===== config.mk =====
export PLATFORM = sky130hd
export DESIGN_NAME = hazard_ctrl_flat
export DESIGN_NICKNAME = d
export VERILOG_FILES = /design/src/rtl/hazard_ctrl_if.sv /design/src/rtl/hazard_ctrl.sv /design/src/flat_wrapper.sv
export SDC_FILE = /design/constraint.sdc
export NUM_CORES = 1
export LEC_CHECK = 0
export CAP_MARGIN = 20
export CORE_MARGIN = 2
export CORE_UTILIZATION = 38
export CTS_CLUSTER_DIAMETER = 30
export DETAILED_ROUTE_END_ITERATION = 12
export GPL_TIMING_DRIVEN = 0
export MAX_ROUTING_LAYER = met4
export PLACE_DENSITY = 0.8
export SLEW_MARGIN = 20
export SYNTH_ARGS = -nofsm -noshare
export SYNTH_HDL_FRONTEND = slang
export SYNTH_SLANG_ARGS = --single-unit

===== constraint.sdc =====
create_clock -name clk -period 2 [get_ports clk]
set_clock_uncertainty 0.15 [all_clocks]
set_input_delay 0.3 -clock clk [delete_from_list [all_inputs] [get_ports clk]]
set_output_delay 0.3 -clock clk [all_outputs]
set_load 0.1 [all_outputs]

===== src/rtl/hazard_ctrl_if.sv =====
// hazard_ctrl_if: bundles the datapath-to-controller signals of the 5-stage core.
// The datapath side (master) supplies register addresses, write enables and
// stage control bits. The controller side (slave) returns the stall, flush and
// forwarding controls, plus the memory-timeout flag and the stall counter.
interface hazard_ctrl_if #(
    parameter int STALL_CNT_W = 16
);
    // Decode and execute source registers
    logic [4:0]             register_file_RA1_D;
    logic [4:0]             register_file_RA2_D;
    logic [4:0]             register_file_RA1_E;
    logic [4:0]             register_file_RA2_E;
    // Destination register and write enable of each later stage
    logic [4:0]             register_file_WA_E;
    logic [4:0]             register_file_WA_M;
    logic [4:0]             register_file_WA_W;
    logic                   ctrl_register_file_WE_E;
    logic                   ctrl_register_file_WE_M;
    logic                   ctrl_register_file_WE_W;
    // Stage control bits
    logic                   ctrl_result_E;
    logic                   branch_taken_M;
    logic                   ctrl_data_memory_access_M;
    logic                   data_memory_ready;
    // Controller outputs
    logic                   stall_F;
    logic                   stall_D;
    logic                   stall_E;
    logic                   stall_M;
    logic                   flush_D;
    logic                   flush_E;
    logic                   flush_W;
    logic [1:0]             forward_A_E;
    logic [1:0]             forward_B_E;
    logic                   mem_timeout;
    logic [STALL_CNT_W-1:0] stall_count;

    modport master (
        output register_file_RA1_D, register_file_RA2_D,
        output register_file_RA1_E, register_file_RA2_E,
        output register_file_WA_E, register_file_WA_M, register_file_WA_W,
        output ctrl_register_file_WE_E, ctrl_register_file_WE_M, ctrl_register_file_WE_W,
        output ctrl_result_E, branch_taken_M,
        output ctrl_data_memory_access_M, data_memory_ready,
        input  stall_F, stall_D, stall_E, stall_M,
        input  flush_D, flush_E, flush_W,
        input  forward_A_E, forward_B_E,
        input  mem_timeout, stall_count
    );

    modport slave (
        input  register_file_RA1_D, register_file_RA2_D,
        input  register_file_RA1_E, register_file_RA2_E,
        input  register_file_WA_E, register_file_WA_M, register_file_WA_W,
        input  ctrl_register_file_WE_E, ctrl_register_file_WE_M, ctrl_register_file_WE_W,
        input  ctrl_result_E, branch_taken_M,
        input  ctrl_data_memory_access_M, data_memory_ready,
        output stall_F, stall_D, stall_E, stall_M,
        output flush_D, flush_E, flush_W,
        output forward_A_E, forward_B_E,
        output mem_timeout, stall_count
    );
endinterface


===== src/rtl/hazard_ctrl.sv =====
// hazard_ctrl: central pipeline controller for the 5-stage RISC-V core.
// Generates the stall/flush enables for the pipeline registers, the execute
// operand forwarding selects, and sequences wait states on data-memory
// accesses, with a timeout that parks the core in ERROR until reset.
// Optional feature macro: HAZARD_FORWARDING_EN. When it is defined, operands
// are forwarded from M/W and only load-use hazards stall decode. When it is
// undefined, forwarding selects stay 00 and any RAW hazard on an E or M
// producer stalls decode until that producer reaches W.
module hazard_ctrl #(
    parameter int MEM_TIMEOUT = 15,
    parameter int STALL_CNT_W = 16
) (
    input  logic         clk,
    input  logic         rst_n,
    hazard_ctrl_if.slave hz
);

    typedef enum logic [1:0] {
        RUN      = 2'd0,
        MEM_WAIT = 2'd1,
        ERROR    = 2'd2
    } state_t;

    // Last wait_cnt value that may still be followed by another wait state
    localparam logic [7:0] WAIT_LAST = 8'(MEM_TIMEOUT - 1);

    state_t                 state_reg, state_next;
    logic [7:0]             wait_cnt_reg, wait_cnt_next;
    logic                   mem_timeout_reg;
    logic [STALL_CNT_W-1:0] stall_count_reg;

    logic       mem_wait;
    logic       decode_stall;
    logic       stall_f, stall_d, stall_e, stall_m;
    logic       flush_d, flush_e, flush_w;
    logic [1:0] fwd_a, fwd_b;

    // True when a write to a non-zero register 'wa' produces source 'ra'.
    // The wa != 0 term keeps x0 from ever causing a stall or a forward.
    function automatic logic reg_match(input logic [4:0] ra,
                                       input logic [4:0] wa,
                                       input logic       we);
        return we && (wa != 5'd0) && (ra == wa);
    endfunction

    assign mem_wait = hz.ctrl_data_memory_access_M && !hz.data_memory_ready;

`ifdef HAZARD_FORWARDING_EN
    // Operand select: the younger M-stage result wins over the W-stage result
    function automatic logic [1:0] fwd_sel(input logic [4:0] ra);
        if (reg_match(ra, hz.register_file_WA_M, hz.ctrl_register_file_WE_M))
            return 2'b01;
        else if (reg_match(ra, hz.register_file_WA_W, hz.ctrl_register_file_WE_W))
            return 2'b10;
        else
            return 2'b00;
    endfunction

    // Only a load in E cannot be forwarded in time for the instruction in D
    assign decode_stall = hz.ctrl_result_E &&
        (reg_match(hz.register_file_RA1_D, hz.register_file_WA_E, hz.ctrl_register_file_WE_E) ||
         reg_match(hz.register_file_RA2_D, hz.register_file_WA_E, hz.ctrl_register_file_WE_E));

    assign fwd_a = fwd_sel(hz.register_file_RA1_E);
    assign fwd_b = fwd_sel(hz.register_file_RA2_E);
`else
    // Without forwarding, any pending producer in E or M holds decode.
    // W-stage producers are safe because the register file writes early.
    assign decode_stall =
        reg_match(hz.register_file_RA1_D, hz.register_file_WA_E, hz.ctrl_register_file_WE_E) ||
        reg_match(hz.register_file_RA2_D, hz.register_file_WA_E, hz.ctrl_register_file_WE_E) ||
        reg_match(hz.register_file_RA1_D, hz.register_file_WA_M, hz.ctrl_register_file_WE_M) ||
        reg_match(hz.register_file_RA2_D, hz.register_file_WA_M, hz.ctrl_register_file_WE_M);

    assign fwd_a = 2'b00;
    assign fwd_b = 2'b00;

    // These inputs only matter for forwarding or load-use detection
    logic unused_fwd_inputs;
    assign unused_fwd_inputs = ^{hz.register_file_RA1_E, hz.register_file_RA2_E,
                                 hz.register_file_WA_W, hz.ctrl_register_file_WE_W,
                                 hz.ctrl_result_E};
`endif

    // Next state, wait counter and the prioritised stall/flush controls
    always_comb begin
        state_next    = state_reg;
        wait_cnt_next = wait_cnt_reg;
        stall_f       = 1'b0;
        stall_d       = 1'b0;
        stall_e       = 1'b0;
        stall_m       = 1'b0;
        flush_d       = 1'b0;
        flush_e       = 1'b0;
        flush_w       = 1'b0;
        case (state_reg)
            ERROR: begin
                // Freeze the pipe and keep bubbling W until reset
                stall_f = 1'b1;
                stall_d = 1'b1;
                stall_e = 1'b1;
                stall_m = 1'b1;
                flush_w = 1'b1;
            end
            default: begin
                if (mem_wait) begin
                    stall_f       = 1'b1;
                    stall_d       = 1'b1;
                    stall_e       = 1'b1;
                    stall_m       = 1'b1;
                    flush_w       = 1'b1;
                    wait_cnt_next = wait_cnt_reg + 8'd1;
                    state_next    = (wait_cnt_reg == WAIT_LAST) ? ERROR : MEM_WAIT;
                end else begin
                    // Access done (or none pending): release the pipe this cycle
                    state_next    = RUN;
                    wait_cnt_next = 8'd0;
                    if (hz.branch_taken_M) begin
                        // The redirect squashes the instruction a load-use would hold
                        flush_d = 1'b1;
                        flush_e = 1'b1;
                    end else if (decode_stall) begin
                        stall_f = 1'b1;
                        stall_d = 1'b1;
                        flush_e = 1'b1;
                    end
                end
            end
        endcase
    end

    // State, wait counter, sticky timeout flag and saturating stall counter
    always_ff @(posedge clk or negedge rst_n) begin
        if (!rst_n) begin
            state_reg       <= RUN;
            wait_cnt_reg    <= 8'd0;
            mem_timeout_reg <= 1'b0;
            stall_count_reg <= '0;
        end else begin
            state_reg    <= state_next;
            wait_cnt_reg <= wait_cnt_next;
            if (state_next == ERROR)
                mem_timeout_reg <= 1'b1;
            if (stall_f && (stall_count_reg != {STALL_CNT_W{1'b1}}))
                stall_count_reg <= stall_count_reg + {{(STALL_CNT_W-1){1'b0}}, 1'b1};
        end
    end

    assign hz.stall_F     = stall_f;
    assign hz.stall_D     = stall_d;
    assign hz.stall_E     = stall_e;
    assign hz.stall_M     = stall_m;
    assign hz.flush_D     = flush_d;
    assign hz.flush_E     = flush_e;
    assign hz.flush_W     = flush_w;
    assign hz.forward_A_E = fwd_a;
    assign hz.forward_B_E = fwd_b;
    assign hz.mem_timeout = mem_timeout_reg;
    assign hz.stall_count = stall_count_reg;

endmodule


===== src/flat_wrapper.sv =====
// flat-port wrapper written by rule: the top's interface ports become plain ports
module hazard_ctrl_flat 
#(
    parameter int MEM_TIMEOUT = 15,
    parameter int STALL_CNT_W = 16
)
  (clk, rst_n, hz_register_file_RA1_D, hz_register_file_RA2_D, hz_register_file_RA1_E, hz_register_file_RA2_E, hz_register_file_WA_E, hz_register_file_WA_M, hz_register_file_WA_W, hz_ctrl_register_file_WE_E, hz_ctrl_register_file_WE_M, hz_ctrl_register_file_WE_W, hz_ctrl_result_E, hz_branch_taken_M, hz_ctrl_data_memory_access_M, hz_data_memory_ready, hz_stall_F, hz_stall_D, hz_stall_E, hz_stall_M, hz_flush_D, hz_flush_E, hz_flush_W, hz_forward_A_E, hz_forward_B_E, hz_mem_timeout, hz_stall_count);
  hazard_ctrl_if #(.STALL_CNT_W(STALL_CNT_W)) hz_i ();
  input  logic clk;
  input  logic rst_n;
  input wire logic [$bits(hz_i.register_file_RA1_D)-1:0] hz_register_file_RA1_D;
  input wire logic [$bits(hz_i.register_file_RA2_D)-1:0] hz_register_file_RA2_D;
  input wire logic [$bits(hz_i.register_file_RA1_E)-1:0] hz_register_file_RA1_E;
  input wire logic [$bits(hz_i.register_file_RA2_E)-1:0] hz_register_file_RA2_E;
  input wire logic [$bits(hz_i.register_file_WA_E)-1:0] hz_register_file_WA_E;
  input wire logic [$bits(hz_i.register_file_WA_M)-1:0] hz_register_file_WA_M;
  input wire logic [$bits(hz_i.register_file_WA_W)-1:0] hz_register_file_WA_W;
  input wire logic [$bits(hz_i.ctrl_register_file_WE_E)-1:0] hz_ctrl_register_file_WE_E;
  input wire logic [$bits(hz_i.ctrl_register_file_WE_M)-1:0] hz_ctrl_register_file_WE_M;
  input wire logic [$bits(hz_i.ctrl_register_file_WE_W)-1:0] hz_ctrl_register_file_WE_W;
  input wire logic [$bits(hz_i.ctrl_result_E)-1:0] hz_ctrl_result_E;
  input wire logic [$bits(hz_i.branch_taken_M)-1:0] hz_branch_taken_M;
  input wire logic [$bits(hz_i.ctrl_data_memory_access_M)-1:0] hz_ctrl_data_memory_access_M;
  input wire logic [$bits(hz_i.data_memory_ready)-1:0] hz_data_memory_ready;
  output wire logic [$bits(hz_i.stall_F)-1:0] hz_stall_F;
  output wire logic [$bits(hz_i.stall_D)-1:0] hz_stall_D;
  output wire logic [$bits(hz_i.stall_E)-1:0] hz_stall_E;
  output wire logic [$bits(hz_i.stall_M)-1:0] hz_stall_M;
  output wire logic [$bits(hz_i.flush_D)-1:0] hz_flush_D;
  output wire logic [$bits(hz_i.flush_E)-1:0] hz_flush_E;
  output wire logic [$bits(hz_i.flush_W)-1:0] hz_flush_W;
  output wire logic [$bits(hz_i.forward_A_E)-1:0] hz_forward_A_E;
  output wire logic [$bits(hz_i.forward_B_E)-1:0] hz_forward_B_E;
  output wire logic [$bits(hz_i.mem_timeout)-1:0] hz_mem_timeout;
  output wire logic [$bits(hz_i.stall_count)-1:0] hz_stall_count;
  assign hz_i.register_file_RA1_D = hz_register_file_RA1_D;
  assign hz_i.register_file_RA2_D = hz_register_file_RA2_D;
  assign hz_i.register_file_RA1_E = hz_register_file_RA1_E;
  assign hz_i.register_file_RA2_E = hz_register_file_RA2_E;
  assign hz_i.register_file_WA_E = hz_register_file_WA_E;
  assign hz_i.register_file_WA_M = hz_register_file_WA_M;
  assign hz_i.register_file_WA_W = hz_register_file_WA_W;
  assign hz_i.ctrl_register_file_WE_E = hz_ctrl_register_file_WE_E;
  assign hz_i.ctrl_register_file_WE_M = hz_ctrl_register_file_WE_M;
  assign hz_i.ctrl_register_file_WE_W = hz_ctrl_register_file_WE_W;
  assign hz_i.ctrl_result_E = hz_ctrl_result_E;
  assign hz_i.branch_taken_M = hz_branch_taken_M;
  assign hz_i.ctrl_data_memory_access_M = hz_ctrl_data_memory_access_M;
  assign hz_i.data_memory_ready = hz_data_memory_ready;
  assign hz_stall_F = hz_i.stall_F;
  assign hz_stall_D = hz_i.stall_D;
  assign hz_stall_E = hz_i.stall_E;
  assign hz_stall_M = hz_i.stall_M;
  assign hz_flush_D = hz_i.flush_D;
  assign hz_flush_E = hz_i.flush_E;
  assign hz_flush_W = hz_i.flush_W;
  assign hz_forward_A_E = hz_i.forward_A_E;
  assign hz_forward_B_E = hz_i.forward_B_E;
  assign hz_mem_timeout = hz_i.mem_timeout;
  assign hz_stall_count = hz_i.stall_count;
  hazard_ctrl #(.MEM_TIMEOUT(MEM_TIMEOUT), .STALL_CNT_W(STALL_CNT_W)) u_core (.clk(clk), .rst_n(rst_n), .hz(hz_i));
endmodule

### After elaboration in Yosys (flattened, before gate mapping)

Cells that the tools add are included.

| word-level totals | value |
|---|---|
| register bits | 27 |
| bits of input ports | 44 |
| output and inout bits | 28 |
| logic and storage cells | 44 |

| cells by class | value |
|---|---|
| add/sub/neg operators | 2 |
| equal/unequal tests | 8 |
| muxes and demuxes | 16 |
| reductions and logical operators | 14 |

Operators by type and width:

| cell | count |
|---|---|
| $eq A5 B5 Y1 | 4 |
| $add A16 B1 Y16 const B | 1 |
| $ne A16 B16 Y1 const B | 1 |
| $mux W1 | 12 |
| $reduce_bool A5 Y1 | 2 |
| $add A8 B1 Y8 const B | 1 |
| $eq A8 B4 Y1 const B | 1 |
| $logic_and A1 B1 Y1 | 8 |
| $mux W8 | 1 |
| $mux W2 | 3 |
| $eq A2 B2 Y1 const B | 2 |
| $logic_or A1 B1 Y1 | 3 |
| $logic_not A1 Y1 | 1 |

### Depth between registers and ports, before layout

| depth | value |
|---|---|
| depth in word-level cells | 11 |
| depth in mapped cells | 9 |
| gate-level depth less buffers | 8 |

### Worst setup path after synthesis

OpenSTA, ideal clock, no wires.

| path | value |
|---|---|
| kind | input port to output port |
| start | input hz_register_file_WA_E[4] |
| end | output hz_stall_F |
| arrival time | 3697 ps |
| required time | 1550 ps |
| setup slack | -2147 ps |
| stages | 7 |
| path buffers | 1 |
| cells stage by stage | xnor2_1 > nand3_1 > o22ai_1 > o211ai_1 > o21a_1 > o21ai_0 > buf_4 |

| between the ends | value |
|---|---|
| longest elaborated chain between the ends | 10 |
| elaborated cells on any way between the ends | 13 |
| classes of those cells | eq/ne: 2; mux: 4; reduce/logical: 7 |

RTL lines:

| what | RTL line | source |
|---|---|---|
| start, declared | flat_wrapper.sv:15 | `input wire logic [$bits(hz_i.register_file_WA_E)-1:0] hz_register_file_WA_E;` |
| $reduce_bool A5 Y1 | hazard_ctrl.sv:43 | `return we && (wa != 5'd0) && (ra == wa);` |
| $logic_and A1 B1 Y1 (2 in a row) | hazard_ctrl.sv:43 |  |
| $logic_or A1 B1 Y1 * | hazard_ctrl.sv:70 | `reg_match(hz.register_file_RA1_D, hz.register_file_WA_E, hz.ctrl_register_file_WE_E) \|\|` |
| $logic_or A1 B1 Y1 * | hazard_ctrl.sv:71 | `reg_match(hz.register_file_RA2_D, hz.register_file_WA_E, hz.ctrl_register_file_WE_E) \|\|` |
| $logic_or A1 B1 Y1 * | hazard_ctrl.sv:72 | `reg_match(hz.register_file_RA1_D, hz.register_file_WA_M, hz.ctrl_register_file_WE_M) \|\|` |
| $mux W1 * (4 in a row) | -- |  |
| end, declared | flat_wrapper.sv:25 | `output wire logic [$bits(hz_i.stall_F)-1:0] hz_stall_F;` |

Every way passes the cells marked *; elsewhere a longest branch is shown, timed or not.

### Final worst setup path

| path | value |
|---|---|
| start | input hz_register_file_RA2_D[0] |
| end | output hz_stall_F |

| between the ends | value |
|---|---|
| longest elaborated chain between the ends | 9 |
| elaborated cells on any way between the ends | 11 |
| classes of those cells | eq/ne: 2; mux: 4; reduce/logical: 5 |

RTL lines:

| what | RTL line | source |
|---|---|---|
| start, declared | flat_wrapper.sv:12 | `input wire logic [$bits(hz_i.register_file_RA2_D)-1:0] hz_register_file_RA2_D;` |
| $eq A5 B5 Y1 | hazard_ctrl.sv:43 |  |
| $logic_and A1 B1 Y1 | hazard_ctrl.sv:43 |  |
| $logic_or A1 B1 Y1 | hazard_ctrl.sv:70 |  |
| $logic_or A1 B1 Y1 | hazard_ctrl.sv:71 |  |
| $logic_or A1 B1 Y1 * | hazard_ctrl.sv:72 |  |
| $mux W1 * | hazard_ctrl.sv:122 | `end else if (decode_stall) begin` |
| $mux W1 * | hazard_ctrl.sv:118 | `if (hz.branch_taken_M) begin` |
| $mux W1 * | hazard_ctrl.sv:106 | `if (mem_wait) begin` |
| $mux W1 * | hazard_ctrl.sv:96 | `case (state_reg)` |

Marks and branches as above.

==> impl_results.md <==
* Status: finished with violations
* Failing checks: setup timing
* DR pass1 iterations at 4
* Worst-path fanout max at 2
* Die W at around 70 um
* Wire per inst at between 15 and 20 um
* Top-count cell post-synth: dfrtp_1
* Initial DRC Count at ~100
* PwrDens at just under 800 nW/um^2
* RSZ-0062 raised after global routing: true
* Max capacitance violation total at 0
* Area growth syn-to-layout at 69.10%
* Period utilization at 115.6%
* Diodes inserted at 0
* Reg2reg setup slack at -0.22 ns
* Core area at about 4300 um^2
* Cell Area, Placed at ~2400 um^2
* Global Route Usage Sum at about a fifth
* CP Capture Type: output port
* Die footprint at about 4900 um^2
* Yosys top cell area share at about 41%
* Final hold slack at about 0.23 ns
* CTS tree: built
* Starting Density at about two fifths
* Post-route insts no fill at just over 300
* P_leak at ~1.2 nW
* Remaining global-route overflow at 0
* Worst r2r src: u_core.hz.stall_count[0]$_DFFE_PN0P_
* Estimated wirelength of the detail-placed design at about 3000 um
* Reg2Reg Depth at 9
* Post-Place Cells at between 200 and 300
* Prevailing post-synth register cell: dfrtp_1
* Synthesized area at about 1700 um^2
* Routability cong. at around 0.86
* Hold Crit Class: input port to flop
* Yosys cell types at 39
* Post-synth EDFFs at 0
* # fillers at 345
* Top cell type by total area after synthesis: dfrtp_1
* Final ANT Viol Nets at 0
* Row cnt at 24
* Clock buffer count from CTS at 3
* Later-pin clock latency in the skew report at between 0.2 and 0.3 ns
* Layout cell share with drive strength beyond 1 at 50.97%
* Final hold vios at 0
* Footprint of the multi-input gates at approximately 1200 um^2
* Root buffer cell: clkbuf_8
* Syn Area/Cell at 9.542 um^2
* Hold Crit Depth at 3
* Reg2Reg Capture Point: u_core.hz.stall_count[4]$_DFFE_PN0P_
* Syn. warnings at 0
* Hold path start: hz_ctrl_data_memory_access_M
* IO Count at 72
* Vias in the first global route at approximately 1700
* Vias/cell at ~5.1
* Die H at around 70 um
* Synth top area cells: dfrtp_1 (41%), xnor2_1 (12%), xor2_1 (7.4%), nor2_1 (3.8%), nand3_1 (3.3%)
* WHS Endpoint: u_core.wait_cnt_reg[6]$_DFFE_PN0N_
* Clock Path Buffers at 2
* Worst slew pin tran at 0.9482 ns
* Max Fclk at ~430 MHz
* Count of final setup violators at 19
* Clk pin slew, worst setup/hold paths at 0.09 ns
* Clk sinks at 27
* DRC Markers at 0
* Synth async-reset ratio at 100.0%
* Crit path kind: input port to output port
* Seq cells post-synth at 27
* WL final at between 4000 and 5000 um
* Maximum vdd drop at about 0.0012 V
* Relative slew slack at approximately 37%
* Post-synth top cells: dfrtp_1 (27), xnor2_1 (23), nor2_1 (17)
* Initial antenna violation count at 0
* Critical Path AT at between 1.5 and 2 ns
* Via count at about 1600
* Reg area at between 700 and 800 um^2
* Sequential area share after synthesis at between 40 and 50%
* Largest register FFs at 16
* Max Slew Vio Count at 0
* PortBufs at 50
* Final worst setup slack at -0.3126 ns
* Largest net degree at the start of global routing at 28
* Final Instance Area at roughly 2800 um^2
* # H-tree levels at 1
* Post-Syn Instances at about 170
* Min Tclk post-route at 2.313 ns
* Critical path required time at 1.55 ns
* Critical Path Start Type: input port
* First-pass GRT wire length at 7362 um
* Nets@finish at between 300 and 400
## power breakdown
group	internal, W	switching (W)	leakage [nW]
Clock	0.000140	0.000172	0.0255
Combinational	0.000364	0.000799	0.865
Sequential	0.000633	0.000104	0.339
## kinds of logic after synthesis
logic type                 after synthesis  share of synthesized area, %
AOI/OAI and AO/OA                       20                         8.139
adders and majority gates                3                         2.261
buffers and inverters                   13                         4.973
and+or+nand+nor                         71                         22.91
xor gates and xnor gates                37                         19.52
DFF                                     27                         40.69
other                                    1                        0.2259
muxes                                    2                         1.281
## stage by stage
stage                     util (%)  TNS [ns]  setup WS, ns  power [W]
final                        65.38    -3.543       -0.3126   0.002212
after global routing         65.38    -5.131       -0.3815   0.002292
after CTS                    63.37    -3.333       -0.2412   0.002186
after detailed placement     55.83    -15.11        -1.481   0.001775
after global placement       55.94    -15.33        -1.470   0.001756
after floorplan                  -    -4.740       -0.3476   0.001495
## layout by cell type, fill, tap and decap left out, drive strengths merged, types with 4 or more instances in the layout
| cell | count |
|---|---|
| buf | 60 |
| conb | 4 |
| nor2 | 17 |
| nand4 | 9 |
| nand2 | 13 |
| clkbuf | 8 |
| o21ai | 7 |
| dfrtp | 27 |
| xnor2 | 23 |
| xor2 | 14 |
| clkdlybuf4s15 | 14 |
| nor3 | 4 |
| nand3 | 12 |
| nand2b | 5 |
| a21oi | 4 |
## final cells by class
class | instances | area share (%)
clock inverter | 1 | 0.1783
timing repair buffer | 78 | 25.58
clock buffer | 3 | 1.471
tap | 52 | 2.317
sequential | 27 | 25.58
buffer | 9 | 2.986
multi-input combinational | 137 | 41.22
inverter | 4 | 0.6684
## per-layer routing
metal  track usage [%]  routed length, um  vias up
met5                 -                  0        -
met4             8.333                165        0
met3             3.175                200       17
met2             34.60               2581       46
met1             21.21               1910      768
li1                  -                  -      759
## worst max-delay path, cell delays in order
cell,delay [ns]
dlygate4sd2_1,0.27
xnor2_1,0.18
nand2_1,0.09
o22ai_2,0.17
o211ai_1,0.16
o21a_2,0.18
o21ai_4,0.22
buf_12,0.13
buf_12,0.16
## worst max path at each step
stage / end / from / slack [ns]
global placement: hz_stall_F / hz_register_file_WA_E[1] / -1.47
finish: hz_stall_F / hz_register_file_RA2_D[0] / -0.31
floorplan: hz_flush_E / u_core.state_reg[1]$_DFF_PN0_ / -0.35
detailed placement: hz_stall_F / hz_register_file_WA_M[1] / -1.48
global route: hz_stall_F / hz_register_file_RA2_D[0] / -0.38
CTS: u_core.hz.stall_count[4]$_DFFE_PN0P_ / u_core.hz.stall_count[0]$_DFFE_PN0P_ / -0.24
## repair_timing
item,in CTS,in global routing
buffers inserted,24,6
hold buffers,1,0
gates resized for setup,191,25
hold endpoints to repair,27,0
pin swaps,26,23
cloned,1,0
endpoints found under the setup margin,40,27
Power figures use the tool's default switching activity.
